**config.mk**
```make
export PLATFORM = sky130hd
export DESIGN_NAME = acc_core_mc
export DESIGN_NICKNAME = d
export VERILOG_FILES = /design/src/rtl/acc_core_mc.sv
export SDC_FILE = /design/constraint.sdc
export NUM_CORES = 1
export LEC_CHECK = 0
export BUFFER_PORTS_ARGS = -buffer_cell sky130_fd_sc_hd__buf_2
export CORE_AREA = 3 3 150 137
export CTS_CLUSTER_SIZE = 25
export DETAILED_ROUTE_END_ITERATION = 6
export DIE_AREA = 0 0 153 140
export GPL_TIMING_DRIVEN = 0
export PLACE_DENSITY = 0.52
export RECOVER_POWER = 50
export REMOVE_ABC_BUFFERS = 1
export SLEW_MARGIN = 20
export SYNTH_ARGS = -nofsm -noshare
export SYNTH_HDL_FRONTEND = slang
export SYNTH_SLANG_ARGS = --single-unit
```
**constraint.sdc**
```tcl
create_clock -name clk -period 3.1 [get_ports clk]
set_clock_uncertainty 0.05 [all_clocks]
set_input_delay 0 -clock clk [delete_from_list [all_inputs] [get_ports clk]]
set_output_delay 0 -clock clk [all_outputs]
set_load 0.1 [all_outputs]
```
**src/rtl/acc_core_mc.sv**
```systemverilog
// Multi-cycle accumulator core: fetch, decode and execute over a req/ack memory port.
// Latency: 2 (control), 3 (LOAD/ADD/STORE), 4 (INCR) cycles from fetch ack to instr_done, +1 per wait cycle.
// Backpressure: each request is held with stable address/data until mem_ack; no output depends on mem_ack.
module acc_core_mc #(
    parameter int DATA_W = 16,
    parameter int ADDR_W = 15,
    parameter int OP_W = 4,
    parameter logic [ADDR_W-1:0] RESET_PC = ADDR_W'('h2400)
) (
    input  logic              clk,
    input  logic              rst_n,
    output logic              mem_req,
    output logic              mem_we,
    output logic [ADDR_W-1:0] mem_addr,
    output logic [DATA_W-1:0] mem_wdata,
    input  logic [DATA_W-1:0] mem_rdata,
    input  logic              mem_ack,
    output logic [DATA_W-1:0] acc,
    output logic [ADDR_W-1:0] pc,
    output logic              halted,
    output logic              instr_done,
    output logic              illegal
);
    typedef enum logic [2:0] {
        S_IDLE,
        S_FETCH,
        S_DECODE,
        S_MEM_RD,
        S_MEM_WR,
        S_HALTED
    } state_t;

    localparam logic [OP_W-1:0] OP_NOP   = OP_W'(0);
    localparam logic [OP_W-1:0] OP_LOAD  = OP_W'(1);
    localparam logic [OP_W-1:0] OP_STORE = OP_W'(2);
    localparam logic [OP_W-1:0] OP_INCR  = OP_W'(3);
    localparam logic [OP_W-1:0] OP_ADD   = OP_W'(4);
    localparam logic [OP_W-1:0] OP_JMP   = OP_W'(5);
    localparam logic [OP_W-1:0] OP_JZ    = OP_W'(6);
    localparam logic [OP_W-1:0] OP_HALT  = OP_W'(7);
    localparam logic [OP_W-1:0] OP_RST   = OP_W'(8);

    state_t              state_q, state_d;
    logic [ADDR_W-1:0]   pc_q, pc_d;
    logic [DATA_W-1:0]   acc_q, acc_d;
    logic [DATA_W-1:0]   ir_q, ir_d;
    logic [DATA_W-1:0]   tmp_q, tmp_d;
    logic                done_q, done_d;
    logic                illegal_q, illegal_d;

    logic [OP_W-1:0]     op;
    logic [ADDR_W-1:0]   ea;

    assign op = ir_q[OP_W-1:0];
    // Operand field is zero-extended or truncated to the address width.
    assign ea = ADDR_W'(ir_q[DATA_W-1:OP_W]);

    always_comb begin
        state_d   = state_q;
        pc_d      = pc_q;
        acc_d     = acc_q;
        ir_d      = ir_q;
        tmp_d     = tmp_q;
        done_d    = 1'b0;
        illegal_d = 1'b0;
        case (state_q)
            S_IDLE: state_d = S_FETCH;
            S_FETCH: begin
                if (mem_ack) begin
                    ir_d    = mem_rdata;
                    pc_d    = pc_q + ADDR_W'(1);
                    state_d = S_DECODE;
                end
            end
            S_DECODE: begin
                state_d = S_FETCH;
                done_d  = 1'b1;
                case (op)
                    OP_NOP: ;
                    OP_LOAD, OP_ADD, OP_INCR: begin
                        state_d = S_MEM_RD;
                        done_d  = 1'b0;
                    end
                    OP_STORE: begin
                        state_d = S_MEM_WR;
                        done_d  = 1'b0;
                    end
                    OP_JMP: pc_d = ea;
                    OP_JZ: begin
                        if (acc_q == '0) pc_d = ea;
                    end
                    OP_HALT: state_d = S_HALTED;
                    OP_RST: pc_d = RESET_PC;
                    default: illegal_d = 1'b1;
                endcase
            end
            S_MEM_RD: begin
                if (mem_ack) begin
                    state_d = S_FETCH;
                    done_d  = 1'b1;
                    if (op == OP_LOAD) begin
                        acc_d = mem_rdata;
                    end else if (op == OP_ADD) begin
                        acc_d = acc_q + mem_rdata;
                    end else begin
                        // INCR: keep the incremented value for the write-back phase.
                        tmp_d   = mem_rdata + DATA_W'(1);
                        state_d = S_MEM_WR;
                        done_d  = 1'b0;
                    end
                end
            end
            S_MEM_WR: begin
                if (mem_ack) begin
                    state_d = S_FETCH;
                    done_d  = 1'b1;
                end
            end
            S_HALTED: ;
            default: state_d = S_IDLE;
        endcase
    end

    always_ff @(posedge clk or negedge rst_n) begin
        if (!rst_n) begin
            state_q   <= S_IDLE;
            pc_q      <= RESET_PC;
            acc_q     <= '0;
            ir_q      <= '0;
            tmp_q     <= '0;
            done_q    <= 1'b0;
            illegal_q <= 1'b0;
        end else begin
            state_q   <= state_d;
            pc_q      <= pc_d;
            acc_q     <= acc_d;
            ir_q      <= ir_d;
            tmp_q     <= tmp_d;
            done_q    <= done_d;
            illegal_q <= illegal_d;
        end
    end

    assign mem_req    = (state_q == S_FETCH) || (state_q == S_MEM_RD) || (state_q == S_MEM_WR);
    assign mem_we     = (state_q == S_MEM_WR);
    assign mem_addr   = (state_q == S_FETCH) ? pc_q : ea;
    assign mem_wdata  = (op == OP_STORE) ? acc_q : tmp_q;
    assign acc        = acc_q;
    assign pc         = pc_q;
    assign halted     = (state_q == S_HALTED);
    assign instr_done = done_q;
    assign illegal    = illegal_q;
endmodule

```
## Word-level counts from Yosys, hierarchy flattened

Index checks and enable logic that the tools add are counted.

- Register bits: 68
- Input bits: 19
- Output and inout port bits: 67

- Add/subtract/negate cells: 3
- Equal/unequal tests: 18
- Mux-type cells: 23
- Bitwise operators: 3
- Reductions and logical operators: 15

Operators by type and width:

| cell | number |
|---|---|
| 16-bit two-way mux | 3 |
| 15-bit two-way mux | 3 |
| 15-bit case mux with 3 select lines | 1 |
| 15-bit case mux with 2 select lines | 1 |
| 3-bit case mux with 6 select lines | 1 |
| 16-bit by 1-bit adder with 16-bit output (second input constant) | 1 |
| 16-bit adder | 1 |
| 4-bit by 3-bit == test with 1-bit output (second input constant) | 4 |
| 16-bit zero test | 1 |
| 15-bit by 1-bit adder with 15-bit output (second input constant) | 1 |
| 3-bit two-way mux | 5 |
| 4-bit AND reduction | 3 |
| 3-bit case mux with 3 select lines | 1 |
| 9-bit OR reduction | 1 |
| 4-bit by 2-bit == test with 1-bit output (second input constant) | 2 |
| 1-bit two-way mux | 7 |
| 3-bit by 2-bit == test with 1-bit output (second input constant) | 2 |
| 3-bit == test (second input constant) | 2 |
| 4-bit by 1-bit == test with 1-bit output (second input constant) | 1 |
| 4-bit == test (second input constant) | 1 |
| 4-bit zero test | 1 |
| 2-bit != test (second input constant) | 2 |
| 4-bit by 2-bit != test with 1-bit output (second input constant) | 1 |
| 2-bit nonzero test | 2 |
| 11 further kinds | 14 |

## Depth between registers and ports, before layout

- Word-level depth: 5
- Mapped depth: 8
- Gate-level depth less buffers: 8

## Least setup slack after synthesis

No wires, ideal clock.

- Path type: register -> output
- From: reg state_q[2]
- To: out mem_addr[10]
- Data arrival time: 2,937 ps
- Required time: 3,050 ps
- Setup slack: 113 ps
- Cell stages (with the launch flop): 5
- Path buffers: 1
- Path through: dfrtp_1 -> nand2b_1 -> nor2_2 -> clkbuf_1 -> o21ai_0

- Longest elaborated chain between the ends: 2

RTL lines:

| item | RTL line | RTL |
|---|---|---|
| from (decl) | 43 | `state_t state_q, state_d;` |
| from (signal assigned) | 134 | `state_q <= state_d;` |
| 3-bit by 1-bit == test with 1-bit output | 146 | `assign mem_addr = (state_q == S_FETCH) ? pc_q : ea;` |
| 15-bit two-way mux | 146 |  |
| to (decl) | 14 | `output logic [ADDR_W-1:0] mem_addr,` |

No other way between the ends.

## Worst setup path after layout

- From: reg state_q[0]
- To: reg pc_q[9], in the netlist pc[9]

- Longest elaborated chain between the ends: 3

RTL lines:

| item | RTL line | RTL |
|---|---|---|
| 3-bit by 2-bit == test with 1-bit output or 3-bit by 1-bit == test with 1-bit output (tied branches) | 66 | `case (state_q)` |
| 4-bit by 2-bit != test with 1-bit output (no line), or another cell as far along | - |  |
| 4-bit AND reduction (no line) | - |  |
| to (signal assigned) | 135 | `pc_q <= pc_d;` |
| to (decl) | 44 | `logic [ADDR_W-1:0] pc_q, pc_d;` |

Several ways; a longest one is shown, not always the timed one.
A chain may end at the register's enable or synchronous reset.

==> out/metrics.csv <==
stage,metric,value,unit
die,num_rows,48,
clock_tree,max-clock-path-buffers,2,
placed_design,place_congestion,0.790,
die,dieArea,21400,um^2
hold_path,hold_class,in -> reg,
synthesis,yosysSeqAreaShare,0.360,
die,die_height,140,um
worst_setup_path,cp_slowest_cell,dfrtp_1,
final_layout,area_growth,23.4,%
synthesis,ys.flop_type,dfrtp_1,
die,die_x,153,um
final_layout,drive_above_1_share,0.173,
timing,min_period_over_period,0.896,
synthesis,synthesis.area,4740,um^2
final_layout,num_antenna_cells,0,
global_route,grt_use_total,0.137,
power_and_ir_drop,finalPower,2140,uW
worst_setup_path,worstPathMaxFanout,27,
hold_path,hold_start,mem_rdata[7],
timing,final-hold-violation-count,0,
synthesis,synth.area.top_cells,"dfrtp_1 (35%), mux2_1 (6.2%), ha_1 (4.5%)",
routing,ant_nets,0,
worst_setup_path,r2r_start,state_q[0],
worst_setup_path,max_stage_delay,0.60,ns
worst_setup_path,r2r_slack,0.32,ns
power_and_ir_drop,p_int,1660,uW
power_and_ir_drop,p_comb_frac,0.061,
global_route,antenna_found_initial,0,
synthesis,synthDistinctLibCells,68,
placed_design,dp_hpwl,10.6,mm
routing,routed_via_density,4.91,
routing,drc,0,
die,io_pins,86,
clock_tree,clock_sinks,68,
routing,wl_per_cell,16.9,um
worst_setup_path,crit_type,reg -> reg,
power_and_ir_drop,ir_drop,0.000261,V
power_and_ir_drop,p_sw,482,uW
synthesis,synth_top_area_share,0.349,
clock_tree,cts_tree,yes,
worst_setup_path,cp.required,3.28,ns
final_layout,nets,646,
worst_setup_path,r2r_cells,6,
final_layout,fillers,2046,
synthesis,synth_edf_count,0,
synthesis,synth_most_common_cell,dfrtp_1,
flow_run,max_cap_viol_count,0,
routing,dr.pass1.iters,4,
synthesis,netlist_instances,524,
power_and_ir_drop,p_leak,0.00270,uW
hold_path,holdPathStages,2,
worst_setup_path,worst_ep_arrival_time,2.96,ns
worst_setup_path,start_kind,flip-flop,
timing,setup_viol,0,
global_route,grt_pass1_wl,23.7,mm
global_route,grt_max_degree,46,
global_route,grt-ovfl-total,0,
die,core_area,19200,um^2
die,initial_utilization,0.247,
synthesis,avgSynthCellArea,9.04,um^2
routing,wirelength,14.6,mm
worst_setup_path,r2r_end,pc[9],
timing,fin_tns_setup,0,ns
clock_tree,cts_made_buffers,9,
timing,min_period,2.78,ns
synthesis,async_flop_share,1.00,
power_and_ir_drop,power_frac_clock,0.525,
worst_setup_path,path_cells,nand2b_1 > nor2_4 > and2_2 > o32ai_4 > a221o_1 > o21a_1,
power_and_ir_drop,p_per_area,367,nW/um^2
synthesis,synthTopCellsByCount,"dfrtp_1 (66), nand2_1 (56), nor2_1 (39), o21ai_1 (39), a21oi_1 (32)",
synthesis,ys_ff_latch,68,
placed_design,place_ws,-0.436,ns
worst_setup_path,worst_setup_path_end_kind,flip-flop,
timing,fin_ws,0.322,ns
timing,rsz0062_at_grt,false,
clock_tree,insertion_delay,0.34,ns
clock_tree,clkSlewWorstSetupHoldPaths,0.06,ns
power_and_ir_drop,switching_share,0.225,
timing,max-slew-margin-rel,0.0342,
worst_setup_path,cp_top_family,simple AND/OR/NAND/NOR gates,
hold_path,hold_end,ir_q[7],
clock_tree,postCtsSetupBuffers,0,
clock_tree,cts_root_buf,clkbuf_16,
global_route,grt_pass1_vias,4027,
synthesis,yosysTopAreaCell,dfrtp_1,
timing,fmax,0.360,GHz
synthesis,ys_warn_count,0,
worst_setup_path,worst-path-buf-inv,0,
power_and_ir_drop,p_seq_frac,0.415,
clock_tree,htreeDepth,3,
routing,first_iter_violations,311,
placed_design,io_buffers,85,
routing,vias,4237,
timing,tightest_slew,1.45,ns
status,status,"finished, final reports clean",
timing,slew_violations,0,
==> routing by layer <==
| metal | part of all wire | global-route usage |
|---|---|---|
| met3 | 0.048 | 0.0263 |
| met1 | 0.50 | 0.205 |
| met5 | 0 | 0 |
| met4 | 0.0062 | 0.0225 |
| met2 | 0.44 | 0.210 |
==> worst reg2reg max path, delay by kind of cell, from the launching register on <==
| kind | cells | cell delay (ns) |
|---|---|---|
| AOI/OAI and AO/OA | 3 | 0.86 |
| DFF | 1 | 0.60 |
| and+or+nand+nor | 3 | 1.17 |
==> what timing repair did <==
item,4_1_cts,5_1_grt
setup endpoints to repair,15,16
gates resized for setup,1,2
hold buffers,17,0
endpoints found under the hold margin,96,0
==> registers in the layout, summed over array words and instances, names as in the netlist <==
| signal | flops |
|---|---|
| acc | 16 |
| illegal | 1 |
| instr_done | 1 |
| ir_q | 16 |
| pc | 15 |
| state_q | 3 |
| tmp_q | 16 |
==> power groups by stage <==
| stage | combinational [uW] | sequential, uW | clock [uW] |
|---|---|---|---|
| after global placement | 114 | 904 | 0 |
| after CTS | 136 | 888 | 1150 |
| after floorplan | 50.1 | 904 | 0 |
| final | 130 | 888 | 1120 |
| after detailed placement | 119 | 904 | 0 |
| after global routing | 146 | 887 | 1190 |
==> metrics by stage <==
stage                      util  cell area, um^2  hold slack, ns  cells
after floorplan               -             4580          -0.346    491
after global placement    0.278             5320           0.243    826
after detailed placement  0.282             5410          -0.101    831
after CTS                 0.308             5900         0.00199    863
after global routing      0.305             5840         0.00122    863
final                     0.305             5840          0.0108    863
==> area by class of cell <==
cell class / instances / area [um^2] / area share
clock inverters: 4 / 73.8 / 0.0126
multi-input cells: 415 / 2870 / 0.491
inverters: 8 / 30.0 / 0.00514
flip-flops and latches: 68 / 1700 / 0.292
clock buffers: 11 / 243 / 0.0415
repair buffers: 107 / 608 / 0.104
well taps: 250 / 313 / 0.0535
==> layout by cell type (no fill, tap or decap), types with 12 or more instances in the layout <==
master | Yosys | routed
clkbuf_1 | 16 | 34
mux2_1 | 26 | 26
mux2_2 | 17 | 17
o21ai_1 | 39 | 39
dfrtp_1 | 66 | 66
nand3_1 | 17 | 17
o21ai_0 | 12 | 12
xor2_1 | 12 | 12
nand2_1 | 56 | 56
ha_1 | 17 | 17
dlygate4sd3_1 | 0 | 17
nor2_1 | 39 | 38
a21o_1 | 12 | 12
buf_2 | 14 | 52
a21oi_1 | 32 | 31
==> how the worst max path moves through the flow <==
stage                          start      end  slack [ns]  cells past startpoint
after floorplan               acc[0]  acc[10]        0.11                      8
after global placement    state_q[0]    pc[9]       -0.42                      6
after detailed placement  state_q[0]    pc[9]       -0.44                      6
after CTS                 state_q[0]    pc[9]       0.003                      6
after global routing      state_q[0]    pc[9]       0.001                      6
final                     state_q[0]    pc[9]        0.32                      6
==> cell families after synthesis <==
kind of cell	count (synthesis)	share of synthesized area
AND/OR/NAND/NOR	186	0.202
AO/OA/AOI/OAI	141	0.195
flip-flops	68	0.360
multiplexers	51	0.119
buffers and inverters	41	0.0394
XOR/XNOR	19	0.0351
adder cells (fa/ha/maj)	18	0.0491
Power figures use the tool's default switching activity.
